$ cat src/rtl/sipo_pkg.sv
// sipo_pkg: shared state encoding and counter sizing for the SIPO frame receiver (PARITY_CHECK_EN adds the PARITY state).
package sipo_pkg;
`ifdef PARITY_CHECK_EN
  typedef enum logic [1:0] {IDLE, SHIFT, PARITY} state_e;
`else
  typedef enum logic {IDLE, SHIFT} state_e;
`endif
  function automatic int cnt_w(input int width);
    return $clog2(width + 1);
  endfunction
endpackage

$ cat src/rtl/sipo_out_buf.sv
// sipo_out_buf: single-entry valid/ready holding register for assembled words and their parity flag.
module sipo_out_buf #(
  parameter int WIDTH = 4
) (
  input  logic             clk,
  input  logic             reset,
  input  logic             load_i,
  input  logic [WIDTH-1:0] data_i,
  input  logic             perr_i,
  input  logic             ready_i,
  output logic             valid_o,
  output logic [WIDTH-1:0] data_o,
  output logic             perr_o,
  output logic             full_o,
  output logic             drain_o
);
  logic             valid_q;
  logic [WIDTH-1:0] data_q;
  logic             perr_q;
  always_ff @(posedge clk) begin
    if (reset) begin
      valid_q <= 1'b0;
      data_q  <= '0;
      perr_q  <= 1'b0;
    end else if (load_i) begin
      valid_q <= 1'b1;
      data_q  <= data_i;
      perr_q  <= perr_i;
    end else if (ready_i) begin
      valid_q <= 1'b0;
    end
  end
  assign valid_o = valid_q;
  assign data_o  = data_q;
  assign perr_o  = perr_q;
  assign full_o  = valid_q;
  assign drain_o = valid_q && ready_i;
endmodule

$ cat src/rtl/sipo_frame_receiver.sv
// sipo_frame_receiver: MSB-first serial-to-parallel frame receiver with valid/ready output buffer.
// Define PARITY_CHECK_EN to expect a trailing even-parity bit per frame and flag mismatches on m_perr.
module sipo_frame_receiver
  import sipo_pkg::*;
#(
  parameter int WIDTH = 4
) (
  input  logic             clk,
  input  logic             reset,
  input  logic             s_in,
  input  logic             s_valid,
  input  logic             s_start,
  output logic [WIDTH-1:0] m_data,
  output logic             m_valid,
  input  logic             m_ready,
  output logic             m_perr,
  output logic             overrun,
  output logic             resync
);
  localparam int CW = cnt_w(WIDTH);
`ifdef PARITY_CHECK_EN
  localparam int SW = WIDTH;
`else
  localparam int SW = WIDTH - 1;
`endif
  state_e           state_q;
  logic [SW-1:0]    shreg_q;
  logic [CW-1:0]    cnt_q;
  logic             resync_q, overrun_q;
  logic             last_d, done_d, perr_d, load_d, full, drain;
  logic [WIDTH-1:0] word_d;
`ifdef PARITY_CHECK_EN
  logic             par_q;
`endif
  assign last_d = state_q == SHIFT && cnt_q == CW'(WIDTH - 1);
`ifdef PARITY_CHECK_EN
  assign done_d = s_valid && !s_start && state_q == PARITY;
  assign word_d = shreg_q;
  assign perr_d = par_q ^ s_in;
`else
  // Without parity the final data bit is still on s_in when the word completes.
  assign done_d = s_valid && !s_start && last_d;
  assign word_d = {shreg_q, s_in};
  assign perr_d = 1'b0;
`endif
  assign load_d = done_d && (!full || drain);
  always_ff @(posedge clk) begin
    if (reset) begin
      state_q   <= IDLE;
      shreg_q   <= '0;
      cnt_q     <= '0;
      resync_q  <= 1'b0;
      overrun_q <= 1'b0;
`ifdef PARITY_CHECK_EN
      par_q     <= 1'b0;
`endif
    end else begin
      resync_q  <= s_valid && s_start && state_q != IDLE;
      overrun_q <= overrun_q || (done_d && full && !drain);
      if (s_valid) begin
        if (s_start) begin
          state_q <= SHIFT;
          cnt_q   <= CW'(1);
          shreg_q <= SW'(s_in);
`ifdef PARITY_CHECK_EN
          par_q   <= s_in;
`endif
        end else if (state_q == SHIFT) begin
          shreg_q <= SW'({shreg_q, s_in});
`ifdef PARITY_CHECK_EN
          par_q   <= par_q ^ s_in;
          cnt_q   <= cnt_q + CW'(1);
          state_q <= last_d ? PARITY : SHIFT;
        end else if (state_q == PARITY) begin
          cnt_q   <= '0;
          state_q <= IDLE;
`else
          cnt_q   <= last_d ? '0 : cnt_q + CW'(1);
          state_q <= last_d ? IDLE : SHIFT;
`endif
        end
      end
    end
  end
  sipo_out_buf #(.WIDTH(WIDTH)) u_buf (
    .clk     (clk),
    .reset   (reset),
    .load_i  (load_d),
    .data_i  (word_d),
    .perr_i  (perr_d),
    .ready_i (m_ready),
    .valid_o (m_valid),
    .data_o  (m_data),
    .perr_o  (m_perr),
    .full_o  (full),
    .drain_o (drain)
  );
  assign resync  = resync_q;
  assign overrun = overrun_q;
endmodule

$ cat config.mk
export PLATFORM = sky130hd
export DESIGN_NAME = sipo_frame_receiver
export DESIGN_NICKNAME = d
export VERILOG_FILES = /design/src/rtl/sipo_pkg.sv /design/src/rtl/sipo_out_buf.sv /design/src/rtl/sipo_frame_receiver.sv
export SDC_FILE = /design/constraint.sdc
export NUM_CORES = 1
export LEC_CHECK = 0
export ABC_AREA = 1
export CAP_MARGIN = 40
export CORE_AREA = 5 5 42 44
export DETAILED_ROUTE_END_ITERATION = 10
export DIE_AREA = 0 0 47 49
export PLACE_DENSITY = 0.8
export SLEW_MARGIN = 20
export SYNTH_ARGS = -nofsm -noshare
export SYNTH_HDL_FRONTEND = slang
export SYNTH_SLANG_ARGS = --single-unit
$ cat constraint.sdc
create_clock -name clk -period 1.85 [get_ports clk]
set_input_delay 0.37 -clock clk [delete_from_list [all_inputs] [get_ports clk]]
set_output_delay 0.37 -clock clk [all_outputs]
set_load 0.02 [all_outputs]
==> results.toml <==
[sta]
setup_violations = 0
hold_viol_final = 0
fin_ws_ns = 0.2681
clock_skew_ns = 0.001383
layout_min_cycle_time_ns = 1.582
fmax_mhz = 632.1
rsz0062_at_grt = "no"
slew_viol_final = 0
fin_hold_ws_ns = 0.4623
fin_crit_sh_pct = 85.51
tns_ns = 0

[worst_setup_path]
crit_chain = "clkdlybuf4s50_1"
cp_max_fo = 2
critPathTopFamily = "buffers and inverters"
end_kind = "output pin"
required_ns = 1.48
worstPathArrival_ns = 1.21
rr_worst_depth = 7
critPathBufInv = 1
setup.worst_path.class = "flop to output pin"
max_stage_delay_ns = 0.60
cp.depth = 1
critPathSlowestCell = "clkdlybuf4s50_1"
cp-start-kind = "flop"

[placed_design]
portBuffers = 12
placed_cells = 118
placed_area_um2 = 784.5
gp_congestion = 0.7465
hpwl_um = 931.7
preCtsSetupSlack_ns = 0.2694

[floorplanning]
die_y_um = 49
die_w_um = 47
die-area_um2 = 2303
floorplan.initialDensity_pct = 46.25
num_io_pins = 14
rows = 14
coreArea_um2 = 1401

[cells_and_area]
syn2layout_area_growth_pct = 24.52
diodes = 0
final_util_pct = 57.59
multi_input_area_um2 = 281.5
drive_gt1_share_pct = 8.571
nFillCells = 143
final_common_cell = "nand2_1"
seqCellArea_um2 = 280.3
final_area_um2 = 807.0
fin_cells = 121
nets = 114
mostFrequentLayoutCells = "23 x nand2_1, 20 x inv_1, 14 x dfxtp_1"

[cts]
clockBufferDepth = 2
numClockSinks = 14
clkTransAtPathRegs_ns = 0.08
cts_resized = 0
cts_inserted_buffers = 3
clock_latency_ns = 0.27
cts_root_buf = "clkbuf_4"
cts_tree = "built"
cts_hold_buf = 0
h-tree-depth = 1
post_cts_buffers = 0

[power]
p_leak_nw = 0.3396
pwr_density_cell_nw_per_um2 = 664.8
ir_drop_mv = 0.4245
finalPower_mw = 0.5365

[route]
dr.pass1.iters = 2
drt-initial-drc-count = 2
antenna_left = 0
vias_per_cell = 4.645
post-route-drc-count = 0
vias = 562
post_drt_wl_per_cell_um = 9.562
wirelength_mm = 1.157

[global_routing]
antenna_found_initial = 0
grt_pass1_vias = 463
track_usage_pct = 10.81
overflow = 0
grt_pass1_wl_mm = 1.842
grt_start_max_net_pins = 9

[synthesis]
synth-xor-area-share_pct = 0
synth_compound_area_share_pct = 7.915
synth_seq_cells = 14
muxShareOfSynthArea_pct = 0
synth_top_family_by_area = "simple AND/OR/NAND/NOR gates"
synth.distinct_cells = 18
synth_seq_area_share_pct = 43.24
yosys.area_share.simple_pct = 33.01
synth_fa_ha_area_share_pct = 1.931
synthesis.nets = 98
ys.warnings.count = 0
syn_inst = 91
synth.avg_cell_area_um2 = 7.122
synth_area_um2 = 648.1

[outcome]
outcome = "complete, no violations"

[run]
drv_cap = 0

[hold_path]
min_path_cells = 2
hp-class = "flop to flop"
## state kept, by name, summed over array words and instances, names as in the netlist
register	count
state_q	1
u_buf.data_o	4
u_buf.full_o	1
cnt_q	3
overrun	1
resync	1
shreg_q	3
## layer usage
layer  share of wire [%]  wire length, µm  track usage [%]  up-vias
met5                   0                0                0        -
met4                0.69                8            5.530        0
met3                 6.1               70            3.321        2
met2                  49              569            16.52       10
met1                  44              509            13.08      244
li1                    -                -                -      306
## cell type report
type,count,area share [%]
clock buffer,3,2.791
sequential,14,34.73
multi-input combinational,55,34.88
tap,16,2.481
timing repair buffer,13,15.81
inverter,20,9.302
## path summary, 6_finish.rpt
check	slack, ns	end	start
setup / recovery	0.27	overrun	overrun$_SDFF_PP0_
hold / removal	0.46	overrun$_SDFF_PP0_	overrun$_SDFF_PP0_
setup reg to reg	0.65	u_buf.data_o[0]$_SDFFE_PP0P_	cnt_q[0]$_SDFFE_PP0P_
hold reg to reg	0.46	overrun$_SDFF_PP0_	overrun$_SDFF_PP0_
## power breakdown
group	internal [mW]	leakage (nW)	switching, mW
combinational	0.0240	0.212	0.0318
clock	0.0753	0.0138	0.0900
sequential	0.309	0.114	0.00607
## synth_stat cells
cell type / n / area, µm²
conb_1: 1 / 3.750
nand3b_1: 1 / 7.510
clkbuf_1: 1 / 3.750
inv_1: 20 / 75.07
nand2_2: 2 / 12.51
ha_1: 1 / 12.51
a21oi_1: 7 / 35.03
nand2_1: 23 / 86.33
nand3_4: 1 / 17.52
nor2_4: 2 / 22.52
o21ai_0: 2 / 10.01
nor3_1: 1 / 5.000
nand3_1: 3 / 15.01
dfxtp_1: 14 / 280.3
a31oi_1: 1 / 6.260
buf_4: 1 / 7.510
nand4_1: 4 / 25.02
nor2_1: 6 / 22.52
## logic make-up (layout without fill, tap and decap cells)
family | count (synthesis) | count (layout)
buffers and inverters | 22 | 36
other | 1 | 1
AOI/OAI and AO/OA | 10 | 10
DFF | 14 | 14
adders and majority gates | 1 | 1
and+or+nand+nor | 43 | 43
Power figures use the tool's default switching activity.
